==> src/rtl/msk_pipe_buf_pkg.sv <==
// Shared sizing helpers for the masked elastic pipeline buffer.
// Keeps the occupancy-counter width and sharing width consistent across files.
package msk_pipe_buf_pkg;

   function automatic int occ_w(input int depth);
      return $clog2(depth + 1);
   endfunction

   function automatic int share_w(input int cnt, input int shares);
      return cnt * shares;
   endfunction

endpackage

==> src/rtl/msk_pipe_stage.sv <==
// One masked pipeline stage: valid bit plus per-share-bit muxed register.
// Loading an invalid beat writes zero so no stale shares stay behind.
module msk_pipe_stage
   import msk_pipe_buf_pkg::*;
#(
   parameter int W = 4
) (
   (* fv_type = "clock" *)   input  logic         clk,
   (* fv_type = "control" *) input  logic         rst,
   (* fv_type = "control" *) input  logic         flush,
   (* fv_type = "control" *) input  logic         en,
   (* fv_type = "control" *) input  logic         ld_valid,
   (* fv_type = "sharing" *) input  logic [W-1:0] ld_data,
   (* fv_type = "control" *) output logic         valid,
   (* fv_type = "sharing" *) output logic [W-1:0] data
);

   logic [W-1:0] ld_masked;
   logic [W-1:0] data_nxt;
   logic         valid_nxt;

   // Each share bit gets its own mux; nothing here ever mixes two shares.
   always_comb begin
      ld_masked = '0;
      data_nxt  = '0;
      for (int b = 0; b < W; b++) begin
         ld_masked[b] = ld_data[b] & ld_valid;
         data_nxt[b]  = en ? ld_masked[b] : data[b];
      end
      valid_nxt = en ? ld_valid : valid;
   end

   always_ff @(posedge clk or posedge rst) begin
      if (rst) begin
         valid <= 1'b0;
         data  <= '0;
      end else if (flush) begin
         valid <= 1'b0;
         data  <= '0;
      end else begin
         valid <= valid_nxt;
         data  <= data_nxt;
      end
   end

endmodule

==> src/rtl/msk_pipe_buf.sv <==
// Masked elastic pipeline buffer: DEPTH handshaked stages with bubble
// collapsing, synchronous flush and an occupancy count.
module msk_pipe_buf
   import msk_pipe_buf_pkg::*;
#(
   parameter int d     = 2,
   parameter int count = 1,
   parameter int DEPTH = 2
) (
   (* fv_type = "clock" *)   input  logic                        clk,
   (* fv_type = "control" *) input  logic                        rst,
   (* fv_type = "control" *) input  logic                        flush,
   (* fv_type = "sharing" *) input  logic [share_w(count, d)-1:0] in_data,
   (* fv_type = "control" *) input  logic                        in_valid,
   (* fv_type = "control" *) output logic                        in_ready,
   (* fv_type = "sharing" *) output logic [share_w(count, d)-1:0] out_data,
   (* fv_type = "control" *) output logic                        out_valid,
   (* fv_type = "control" *) input  logic                        out_ready,
   (* fv_type = "control" *) output logic [occ_w(DEPTH)-1:0]     occ
);

   localparam int W     = share_w(count, d);
   localparam int OCC_W = occ_w(DEPTH);

   logic [DEPTH-1:0] stage_valid;
   logic [DEPTH-1:0] adv;
   logic [DEPTH-1:0] ld_valid;
   logic [W-1:0]     stage_data [DEPTH];
   logic [W-1:0]     ld_data    [DEPTH];
   logic             accept;
   logic             take;

   // A stage may advance when it or any stage below it is empty, or the
   // consumer drains the last one; written flat to avoid a self-loop.
   always_comb begin
      adv = '0;
      for (int i = 0; i < DEPTH; i++) begin
         adv[i] = out_ready;
         for (int j = i; j < DEPTH; j++) begin
            if (!stage_valid[j]) adv[i] = 1'b1;
         end
      end
   end

   assign in_ready  = adv[0] && !flush;
   assign accept    = in_valid && in_ready;
   assign out_valid = stage_valid[DEPTH-1];
   assign out_data  = stage_data[DEPTH-1];
   assign take      = out_valid && out_ready;

   for (genvar i = 0; i < DEPTH; i++) begin : g_stage
      if (i == 0) begin : g_head
         assign ld_valid[i] = accept;
         assign ld_data[i]  = in_data;
      end else begin : g_body
         assign ld_valid[i] = stage_valid[i-1];
         assign ld_data[i]  = stage_data[i-1];
      end

      msk_pipe_stage #(
         .W(W)
      ) u_stage (
         .clk      (clk),
         .rst      (rst),
         .flush    (flush),
         .en       (adv[i]),
         .ld_valid (ld_valid[i]),
         .ld_data  (ld_data[i]),
         .valid    (stage_valid[i]),
         .data     (stage_data[i])
      );
   end

   // Occupancy tracks accepted beats minus consumed ones; a simultaneous
   // push and pop cancels out.
   always_ff @(posedge clk or posedge rst) begin
      if (rst) begin
         occ <= '0;
      end else if (flush) begin
         occ <= '0;
      end else if (accept && !take) begin
         occ <= occ + OCC_W'(1);
      end else if (take && !accept) begin
         occ <= occ - OCC_W'(1);
      end
   end

endmodule

==> config.mk <==
export PLATFORM = sky130hd
export DESIGN_NAME = msk_pipe_buf
export DESIGN_NICKNAME = d
export VERILOG_FILES = /design/src/rtl/msk_pipe_buf_pkg.sv /design/src/rtl/msk_pipe_stage.sv /design/src/rtl/msk_pipe_buf.sv
export SDC_FILE = /design/constraint.sdc
export NUM_CORES = 1
export LEC_CHECK = 0
export BUFFER_PORTS_ARGS = -buffer_cell sky130_fd_sc_hd__buf_2
export CORE_AREA = 2 2 39 41
export DETAILED_ROUTE_END_ITERATION = 6
export DIE_AREA = 0 0 41 43
export PLACE_DENSITY = 0.67
export SLEW_MARGIN = 0
export SYNTH_ARGS = -nofsm -noshare
export SYNTH_HDL_FRONTEND = slang
export SYNTH_HIERARCHICAL = 1
export SYNTH_SLANG_ARGS = --single-unit
==> constraint.sdc <==
create_clock -name clk -period 1.3 [get_ports clk]
set_input_delay 0.065 -clock clk [delete_from_list [all_inputs] [get_ports clk]]
set_output_delay 0.065 -clock clk [all_outputs]
set_load 0.02 [all_outputs]
## Word level (Yosys, flattened, before mapping)

Index checks and enable logic that the tools add are counted.

| word-level totals | value |
|---|---|
| word-level logic and storage cells | 38 |
| input port bits | 7 |
| register bits | 8 |
| output and inout port bits | 6 |

| operators by class | value |
|---|---|
| bitwise operators | 4 |
| reduce and logical (&&, ||, !) cells | 11 |
| add/subtract/negate cells | 2 |
| multiplexer cells | 16 |

Operators with widths:

| kind | count |
|---|---|
| $mux 1 | 11 |
| $mux 2 | 5 |
| $logic_and 1x1->1 | 5 |
| $and 1x1->1 | 4 |
| $reduce_bool 2->1 | 2 |
| $logic_not 1->1 | 3 |
| $reduce_bool 3->1 | 1 |
| $add 2x1->2 const B | 1 |
| $sub 2x1->2 const B | 1 |

## Longest topological paths before layout

| depth | value |
|---|---|
| word-level depth | 9 |
| gate-level depth with buffers | 5 |
| depth with buffers taken out | 5 |

## By module

Netlist, hierarchy kept.

By module, submodules not included:

| module | cells an instance | sequential area each (um2) | area an instance (um2) | instances |
|---|---|---|---|---|
| msk_pipe_stage | 12 | 75.1 | 125.1 | 2 |
| msk_pipe_buf | 18 | 50.0 | 165.2 | 1 |

## Worst setup path before layout

No wires, ideal clock.

| path | value |
|---|---|
| path kind | register -> register |
| start | register g_stage[1].u_stage.valid |
| end | register g_stage[0].u_stage.data[1] |
| cell stages (with the launch flop) | 6 |
| period minus slack after synthesis | 1571 ps |
| library setup time | 77 ps |
| slack | -271 ps |
| data required time | 1223 ps |
| arrival time | 1494 ps |
| buffers on the path | 0 |
| path through | dfrtp_1 -> nand3b_1 -> nor2b_1 -> and2_2 -> nand3_1 -> a21oi_1 |

| between the ends | value |
|---|---|
| word-level cells in the longest chain between the ends | 6 |
| elaborated cells on any way between the ends | 7 |
| classes of those cells | mux: 3; bitwise: 1; reduce/logical: 3 |

Ends and longest elaborated chain:

| element | RTL line | source |
|---|---|---|
| start, declared | msk_pipe_stage.sv:14 | `(* fv_type = "control" *) output logic valid,` |
| start signal, assigned | msk_pipe_stage.sv:41 | `valid <= valid_nxt;` |
| $mux 1 | msk_pipe_buf.sv:40 | `if (!stage_valid[j]) adv[i] = 1'b1;` |
| net adv[0] | msk_pipe_buf.sv:26 | `logic [DEPTH-1:0] adv;` |
| $logic_and 1x1->1 | msk_pipe_buf.sv:45 | `assign in_ready = adv[0] && !flush;` |
| net in_ready | msk_pipe_buf.sv:15 | `(* fv_type = "control" *) output logic in_ready,` |
| $logic_and 1x1->1 | msk_pipe_buf.sv:46 | `assign accept = in_valid && in_ready;` |
| net accept | msk_pipe_buf.sv:30 | `logic accept;` |
| $and 1x1->1 | msk_pipe_stage.sv:27 | `ld_masked[b] = ld_data[b] & ld_valid;` |
| $mux 1 | msk_pipe_stage.sv:28 | `data_nxt[b] = en ? ld_masked[b] : data[b];` |
| $mux 2 | msk_pipe_stage.sv:37 | `end else if (flush) begin` |
| end signal, assigned | msk_pipe_stage.sv:42 | `data <= data_nxt;` |
| end, declared | msk_pipe_stage.sv:15 | `(* fv_type = "sharing" *) output logic [W-1:0] data` |

The timed path passes the listed nets, and every way through them passes these cells. The select of a mux whose other input is x is not followed.
A chain may end at the register's enable or synchronous reset.

## Worst setup path after layout

| path | value |
|---|---|
| start | register g_stage[1].u_stage.valid |
| end | register occ[1] |

| between the ends | value |
|---|---|
| word-level cells in the longest chain between the ends | 6 |
| elaborated cells on any way between the ends | 11 |
| classes of those cells | mux: 3; reduce/logical: 8 |

Ends and longest elaborated chain:

| element | RTL line | source |
|---|---|---|
| $mux 1 | msk_pipe_buf.sv:40 |  |
| $logic_and 1x1->1 | msk_pipe_buf.sv:45 |  |
| $logic_and 1x1->1 | msk_pipe_buf.sv:46 |  |
| $logic_and 1x1->1 / $logic_not 1->1 (equally long branches) | msk_pipe_buf.sv:81, msk_pipe_buf.sv:83 |  |
| $mux 2 / $logic_and 1x1->1 (equally long branches) | msk_pipe_buf.sv:81, msk_pipe_buf.sv:83 |  |
| $mux 2 / $reduce_bool 3->1 (equally long branches) | -- |  |
| end signal, assigned | msk_pipe_buf.sv:82 | `occ <= occ + OCC_W'(1);` |
| end signal, assigned | msk_pipe_buf.sv:84 | `occ <= occ - OCC_W'(1);` |
| end, declared | msk_pipe_buf.sv:19 | `(* fv_type = "control" *) output logic [occ_w(DEPTH)-1:0] occ` |

Several ways; a longest one is shown, not always the timed one.

==> results.cfg <==
[sta]
max_freq_mhz = 778.7
rsz0062_at_grt = true
slew_headroom = 0.8527
hold_violations = 0
holdWs_ns = 0.08014
setup_violations = 0
tightest_slew_ns = 0.2186
skew_ns = 0.0001884
finalMaxSlewViolations = 0
period_minus_slack_ns = 1.284
tns_ns = 0
period_share = 0.9879

[route]
first_iter_violations = 3
ant_nets = 0
dr.pass1.iters = 2
wl_per_cell_um = 10.73
totalWireLength_um = 826
drc = 0
viasPerCell = 4.727
num_vias = 364

[worst_setup_path]
r2r_cells = 3
timing.rr.start = g_stage[1].u_stage/valid
rr_endpoint = occ[1]
path_class = register to register
crit_arrival_ns = 1.41
worstSetupEndpointType = register
cp_max_fo = 7
crit_path_start_kind = register
required_ns = 1.43
rrSetupSlack_ns = 0.02

[power]
pwr-share-comb = 0.160
p_sw_mw = 0.1246
p_leak_nw = 0.2994
pwr-share-seq = 0.502
cellPowerDensity_mw_per_mm2 = 942.9
total_power_mw = 0.5297
p_int_mw = 0.4051
ir_worst_vdd_mv = 0.4575
switching_share = 0.2352
clkPwrFrac = 0.338

[min_path]
hp-start = in_data[0]
hold-path-endpoint = g_stage[0].u_stage/data[0]
hp-class = primary input to register
hold_depth = 3

[synthesis]
avgSynthCellArea_sq_um = 9.890
yosys-top-cells-count = dfrtp_1, a21oi_1, nand2b_1
synth_flop_cell = dfrtp_1
syn_area_sq_um = 415.4
synthXorXnorAreaFrac = 0
synthMuxAreaShare = 0.1024
synth_cell_types = 16
yosysWarnings = 6
synth_simple_gate_area_frac = 0.3012
synth_edf_count = 0
synth_area_leaders = dfrtp_1, nand2b_1, a21oi_1
synth.ff_latch_count = 8
synth.most_common_cell = dfrtp_1
synth_top_family_by_area = simple AND/OR/NAND/NOR gates
seq_area_frac_synth = 0.4819
synthArstFlopShare = 1.000
synth_largest_area_cell = dfrtp_1
synth_nets = 49
syn-instance-count = 42
yosysTopAreaCellShare = 0.4819
synthAdderAreaFrac = 0
synth-compound-area-share = 0.08735

[floorplan]
chipHeight_um = 43
die-area_sq_mm = 0.001763
initial_core_util = 0.3002
boundaryPins = 13
coreArea_sq_mm = 0.001384
fp-row-count = 14
die_w_um = 41

[clock_network]
htreeDepth = 1
cts.sinks = 8
clockRootBuffer = clkbuf_4
cts_buffer_depth = 2
cts_tree = done
cts.clk_slew.worst_paths_ns = 0.05
postCtsSetupRepairBufs = 0
numCtsBuffers = 3
insertion_delay_ns = 0.24
cts_resized = 0

[global_routing]
first_global_vias = 365
grt_max_degree = 12
track_usage = 0.1311
gr-total-overflow = 0
grt_pass1_wl_mm = 1.531
grt_antenna_before_repair = 0

[layout]
n_antenna_cell = 0
utilization = 0.4060
layout.nets = 70
multiInputGateArea_sq_um = 212.7
design_area_sq_um = 561.8
fillCellCount = 140
syn2layout_area_growth_pct = 35.24
regArea_sq_um = 202.7
layout-drive-gt1-share = 0.4426

[placement]
post-dp-hpwl_um = 659.1
place_congestion = 0.8038
port_buffers = 12
placed_area_sq_um = 529.3

[run]
cap_violations = 0

[run_status]
outcome = complete, no violations
## power groups by stage
stage / registers [mW] / clock network, mW / logic (mW)
detailed placement: 0.270 / 0 / 0.0830
global route: 0.267 / 0.221 / 0.0932
floorplan: 0.280 / 0 / 0.0350
CTS: 0.266 / 0.194 / 0.0856
global placement: 0.270 / 0 / 0.0810
finish: 0.266 / 0.179 / 0.0848
## metrics by stage
stage / instances / setup slack [ns]
2_1_floorplan: 42 / -0.01451
5_1_grt: 77 / -0.03647
3_3_place_gp: 73 / 0.04684
6_report: 77 / 0.01575
4_1_cts: 77 / 0.004283
3_5_place_dp: 73 / 0.01527
## worst max path at each step
stage,startpoint,end,slack (ns),cells past startpoint
after floorplan,g_stage[1].u_stage/valid,g_stage[0].u_stage/data[1],-0.01,5
after global placement,g_stage[1].u_stage/valid,occ[1],0.05,3
after detailed placement,g_stage[1].u_stage/valid,occ[1],0.02,3
after CTS,g_stage[1].u_stage/valid,occ[1],0.004,3
after global routing,g_stage[1].u_stage/valid,occ[1],-0.04,3
final,g_stage[1].u_stage/valid,occ[1],0.02,3
## critical path: stages, from the launching register on
cell      delay (ns)
dfrtp_2         0.43
and4bb_2        0.23
a31oi_1         0.16
mux2_2          0.35
## layout make-up
cell class,instances,share of cell area
flip-flops and latches,8,0.3608
clock buffers,3,0.04009
well taps,16,0.03563
multi-input cells,31,0.3786
inverters,3,0.02004
repair buffers,16,0.1648
## repair_timing
action                                 CTS  global route
hold buffers                             1             0
endpoints found under the hold margin    8             0
setup endpoints to repair                0             2
## cell families (layout without fill, tap and decap cells)
logic type,count (synthesis),in the layout
flops,8,8
compound gates,7,7
mux,4,4
simple gates,20,20
buf+inv,3,22
## sequential cells by signal (all words and copies together), names as in the netlist
name / flops
occ: 2
g_stage.u_stage/data: 4
g_stage.u_stage/valid: 2
## metal layers
layer | wire length, um | global-route usage | vias up | part of all wire
met2 | 419 | 0.1813 | 9 | 0.51
li1 | - | - | 184 | -
met4 | 0 | 0.08000 | 0 | 0
met3 | 45 | 0.03141 | 0 | 0.054
met1 | 362 | 0.1773 | 171 | 0.44
met5 | 0 | 0 | - | 0
## layout by cell type (no fill, tap or decap), types with 2 or more instances in the layout
cell	Yosys	layout
buf_2	0	12
dfrtp_1	8	6
a21oi_1	5	5
nand2b_1	5	5
nor2_1	4	4
nand3_1	4	4
inv_1	3	3
clkbuf_4	0	3
buf_4	0	3
mux2_2	2	2
mux2i_1	2	2
dfrtp_2	0	2
No activity file was read; power rests on OpenSTA's default activity.
